[src/rtl/sd_stream_reader.sv]
// Sequencer in front of the sd_cont read path. It reads a run of 512-byte sectors
// and streams every buffered byte out on a valid/ready byte interface.
module sd_stream_reader #(
   parameter int CNT_W = 16
) (
   input  logic             clk,
   input  logic             rst,
   input  logic             start,
   input  logic [22:0]      base_addr,
   input  logic [CNT_W-1:0] sector_count,
   output logic             busy,
   output logic             done,
   output logic [7:0]       out_data,
   output logic             out_valid,
   input  logic             out_ready,
   output logic [22:0]      sd_addr,
   output logic             sd_read,
   output logic [8:0]       sd_index,
   input  logic [7:0]       sd_read_data,
   input  logic             sd_busy
);

   typedef enum logic [2:0] {
      IDLE, ISSUE, GAP, WAITRD, FETCH, LOAD, PRESENT, FINISH
   } state_t;

   state_t           state_q, state_d;
   logic [CNT_W-1:0] rem_q, rem_d;
   logic             busy_q, busy_d;
   logic             done_q, done_d;
   logic [7:0]       out_data_q, out_data_d;
   logic             out_valid_q, out_valid_d;
   logic [22:0]      sd_addr_q, sd_addr_d;
   logic             sd_read_q, sd_read_d;
   logic [8:0]       sd_index_q, sd_index_d;

   always_comb begin
      state_d     = state_q;
      rem_d       = rem_q;
      busy_d      = busy_q;
      done_d      = 1'b0;
      out_data_d  = out_data_q;
      out_valid_d = out_valid_q;
      sd_addr_d   = sd_addr_q;
      sd_read_d   = 1'b0;
      sd_index_d  = sd_index_q;
      case (state_q)
         IDLE: begin
            // busy stays high through the done cycle, drops here afterwards
            busy_d = 1'b0;
            if (start) begin
               sd_addr_d = base_addr;
               rem_d     = sector_count;
               busy_d    = 1'b1;
               state_d   = (sector_count == '0) ? FINISH : ISSUE;
            end
         end
         ISSUE: begin
            // a read may still be running from before a reset
            if (!sd_busy) begin
               sd_read_d  = 1'b1;
               sd_index_d = 9'd0;
               state_d    = GAP;
            end
         end
         GAP:    state_d = WAITRD;
         WAITRD: if (!sd_busy) state_d = FETCH;
         FETCH:  state_d = LOAD;
         LOAD: begin
            out_data_d  = sd_read_data;
            out_valid_d = 1'b1;
            state_d     = PRESENT;
         end
         PRESENT: begin
            if (out_ready) begin
               out_valid_d = 1'b0;
               if (sd_index_q != 9'd511) begin
                  sd_index_d = sd_index_q + 9'd1;
                  state_d    = FETCH;
               end else begin
                  rem_d = rem_q - CNT_W'(1);
                  if (rem_q == CNT_W'(1)) begin
                     state_d = FINISH;
                  end else begin
                     sd_addr_d = sd_addr_q + 23'd1;
                     state_d   = ISSUE;
                  end
               end
            end
         end
         FINISH: begin
            done_d  = 1'b1;
            state_d = IDLE;
         end
         default: state_d = IDLE;
      endcase
   end

   always_ff @(posedge clk) begin
      if (rst) begin
         state_q     <= IDLE;
         rem_q       <= '0;
         busy_q      <= 1'b0;
         done_q      <= 1'b0;
         out_data_q  <= 8'd0;
         out_valid_q <= 1'b0;
         sd_addr_q   <= 23'd0;
         sd_read_q   <= 1'b0;
         sd_index_q  <= 9'd0;
      end else begin
         state_q     <= state_d;
         rem_q       <= rem_d;
         busy_q      <= busy_d;
         done_q      <= done_d;
         out_data_q  <= out_data_d;
         out_valid_q <= out_valid_d;
         sd_addr_q   <= sd_addr_d;
         sd_read_q   <= sd_read_d;
         sd_index_q  <= sd_index_d;
      end
   end

   assign busy      = busy_q;
   assign done      = done_q;
   assign out_data  = out_data_q;
   assign out_valid = out_valid_q;
   assign sd_addr   = sd_addr_q;
   assign sd_read   = sd_read_q;
   assign sd_index  = sd_index_q;

endmodule

[config.mk]
export PLATFORM = sky130hd
export DESIGN_NAME = sd_stream_reader
export DESIGN_NICKNAME = d
export VERILOG_FILES = /design/src/rtl/sd_stream_reader.sv
export SDC_FILE = /design/constraint.sdc
export NUM_CORES = 1
export LEC_CHECK = 0
export ABC_AREA = 0
export ABC_CLOCK_PERIOD_IN_PS = 3200
export CAP_MARGIN = 0
export CORE_UTILIZATION = 50
export CTS_BUF_LIST = sky130_fd_sc_hd__clkbuf_8
export DETAILED_ROUTE_END_ITERATION = 8
export PLACE_DENSITY = 0.82
export SETUP_SLACK_MARGIN = 0.3
export SLEW_MARGIN = 20
export SYNTH_ARGS = -nofsm -noshare
export SYNTH_HDL_FRONTEND = slang
export SYNTH_SLANG_ARGS = --single-unit
[constraint.sdc]
create_clock -name clk -period 3.2 [get_ports clk]
set_input_delay 0.48 -clock clk [delete_from_list [all_inputs] [get_ports clk]]
set_output_delay 0.48 -clock clk [all_outputs]
set_load 0.05 [all_outputs]
==> impl_metrics.ini <==
[routing]
drt-wirelength-per-cell_um = 15.67
drtPass1Iterations = 5
vias = 3797
final_antenna_net_count = 0
viasPerCell = 6.027
drc = 0
wl_um = 9872
initialDrtViolationCount = 300

[sta]
slew-limit-headroom = 0.2694
tns_ps = 0
max_freq_mhz = 378.2
worst_pin_slew_ps = 1086
period_minus_slack_ps = 2644
hold_viol = 0
timing.final.crit_share = 0.8262
finalSetupViolCount = 0
finalClockSkew_ps = 13.60
rsz0062_at_grt = false
maxSlewViolCount = 0

[floorplanning]
rows = 30
die_w_um = 86.01
dieArea_um2 = 7397
core_um2 = 6794
die_y_um = 86.01
start_util = 0.5193
io_pins = 96

[hold_path]
worstHoldEndpoint = out_valid
hold_start = out_valid
holdPathStages = 2
worstHoldPathType = reg2reg

[logic_synthesis]
synth_common_cells = 63 x dfxtp_1, 51 x nor2_1, 40 x nand2_1
synth_top_area_frac = 0.3574
yosysMostFrequentCell = dfxtp_1
yosysTopAreaCell = dfxtp_1
ys_types = 59
synthCells = 447
ys_async_sr_fraction = 0
synth-seq-area-share = 0.3574
synth_area_leaders = dfxtp_1 36%, a21oi_1 5.5%, nor2_1 5.4%, nand2_1 4.3%, o21ai_0 3.5%
netlist_area_um2 = 3528
ys.flop_type = dfxtp_1
yosysWarnings = 0
synth_edf_count = 0
ys_seq_elements = 63
syn_avg_cell_area_um2 = 7.893
syn_nets = 504

[worst_setup_path]
worstPathArrival_ps = 2880
r2r_end = sd_addr[13]
crit_slowest_cell = o31ai_4
reg2reg_from = state_q[1]
critical_path_required_ps = 3440
ff2ff_path_depth = 5
cp_max_fo = 28
r2r_slack_ps = 560
path_cells = nand3b_1, or4_4, o31ai_4, nor2_1, o221a_2
cpPeakStageDelay_ps = 920
crit_path_end_kind = flip-flop
cp-start-kind = flip-flop
path_class = reg2reg

[cells_and_area]
syn_to_final_growth_pct = 34.40
nets = 586
fillers = 580
layout-drive-gt1-share = 0.08240
insertedDiodeCount = 0

[power_and_ir_drop]
max-vdd-ir-drop_mv = 0.2619
finalPower_mw = 2.588
p_per_area_nw_per_um2 = 545.8
p_leak_nw = 1.745

[clock_network]
cts_root_buffer = clkbuf_8
ctsHtreeMaxLevel = 3
post_cts_buffers = 0
ctsResizeCount = 0
cts.sinks = 63
cts_tree = built
cts.clk_slew.worst_paths_ps = 70
clk_path_buf_depth = 2
cts-buffers-inserted = 9
clk_latency_ps = 350
cts_hold_buf = 0

[grt]
grt_pass1_wl_um = 16280
gr-usage-all-layers = 0.2731
antenna_found_initial = 0
grt_start_max_net_pins = 73
overflow = 0
grt_pass1_vias = 3481

[placed_design]
hpwl_um = 6769
gp_congestion = 0.8668
portBuffers = 95

[run_status]
status = finished, final reports clean

[run]
maxCapViolations = 0
[per-stage QoR]
step	instance area, um2	hold WS [ps]	std cells	util	setup WS, ps
after global routing	4742	496.6	630	0.6980	318.6
after floorplan	3528	450.6	447	-	452.8
after global placement	4511	444.9	614	0.6639	553.8
after CTS	4742	470.8	630	0.6980	557.3
after detailed placement	4511	461.0	614	0.6639	484.7
final	4742	463.8	630	0.6980	556.0
[state kept, by name, summed over array words and instances, names as in the netlist]
register	count
sd_index	9
sd_read	1
state_q	3
rem_q	16
busy	1
sd_addr	23
out_valid	1
done	1
out_data	8
[worst max path at each step]
stage | end | slack [ps] | from
6_report | sd_addr[13] | 560 | state_q[1]
5_1_grt | sd_addr[13] | 320 | state_q[2]
4_1_cts | sd_addr[13] | 560 | state_q[2]
3_5_place_dp | sd_addr[0] | 480 | start
3_3_place_gp | sd_addr[0] | 550 | start
2_1_floorplan | sd_addr[6] | 450 | sd_index[0]
[worst max-delay path, delay by kind of cell, from the launching register on]
kind               cells  cell delay [ps]
AOI/OAI and AO/OA      2             1200
and+or+nand+nor        3              770
DFF                    1              560
[metal layers]
metal  share of wire  wire (um)  global-route usage  up-vias
met2            0.47       4629              0.4437      156
li1                -          -                   -     1847
met4           0.022        220              0.1182        0
met5               0          0                   0        -
met3           0.068        671             0.04042       20
met1            0.44       4350              0.3606     1774
[cells by family (layout without fill, tap and decap cells)]
group                    Yosys count  in the layout  share of synthesized area
AO/OA/AOI/OAI                    147            147                     0.2784
AND/OR/NAND/NOR                  179            179                     0.2564
XOR/XNOR                           7              7                    0.01738
adder cells (fa/ha/maj)            5              5                    0.01773
flip-flops                        63             63                     0.3574
buffers and inverters             37            124                    0.04716
multiplexers                       9              9                    0.02553
[where the power goes]
part | internal [mW] | switching [mW] | total [mW]
logic | 0.320 | 0.493 | 0.813
registers | 0.870 | 0.109 | 0.980
clock network | 0.479 | 0.316 | 0.796
[cell type report]
class,instances,area (um2),share of cell area
Timing Repair Buffer,104,1013,0.2137
Inverter,4,15.01,0.003166
Multi-Input combinational cell,347,2101,0.4430
Sequential cell,63,1261,0.2660
Clock buffer,11,151.4,0.03193
Tap cell,96,120.1,0.02533
Clock inverter,5,80.08,0.01689
[placed cells by master, fill, tap and decap left out, types with 5 or more instances in the layout]
cell type,instances
dfxtp_1,63
mux2i_1,9
a31oi_1,6
ha_1,5
nand2_1,40
a22oi_1,5
a211oi_1,15
and3_1,6
nand4_1,11
o32ai_1,5
o21ai_0,25
a21oi_1,39
xor2_1,5
a21o_1,8
clkbuf_8,11
nor2_1,51
or3_1,6
o21ai_1,6
buf_4,9
clkdlybuf4s50_1,94
nand3_1,17
o31ai_1,5
nor3_1,13
nor4_1,8
(Power assumes the default switching activity.)
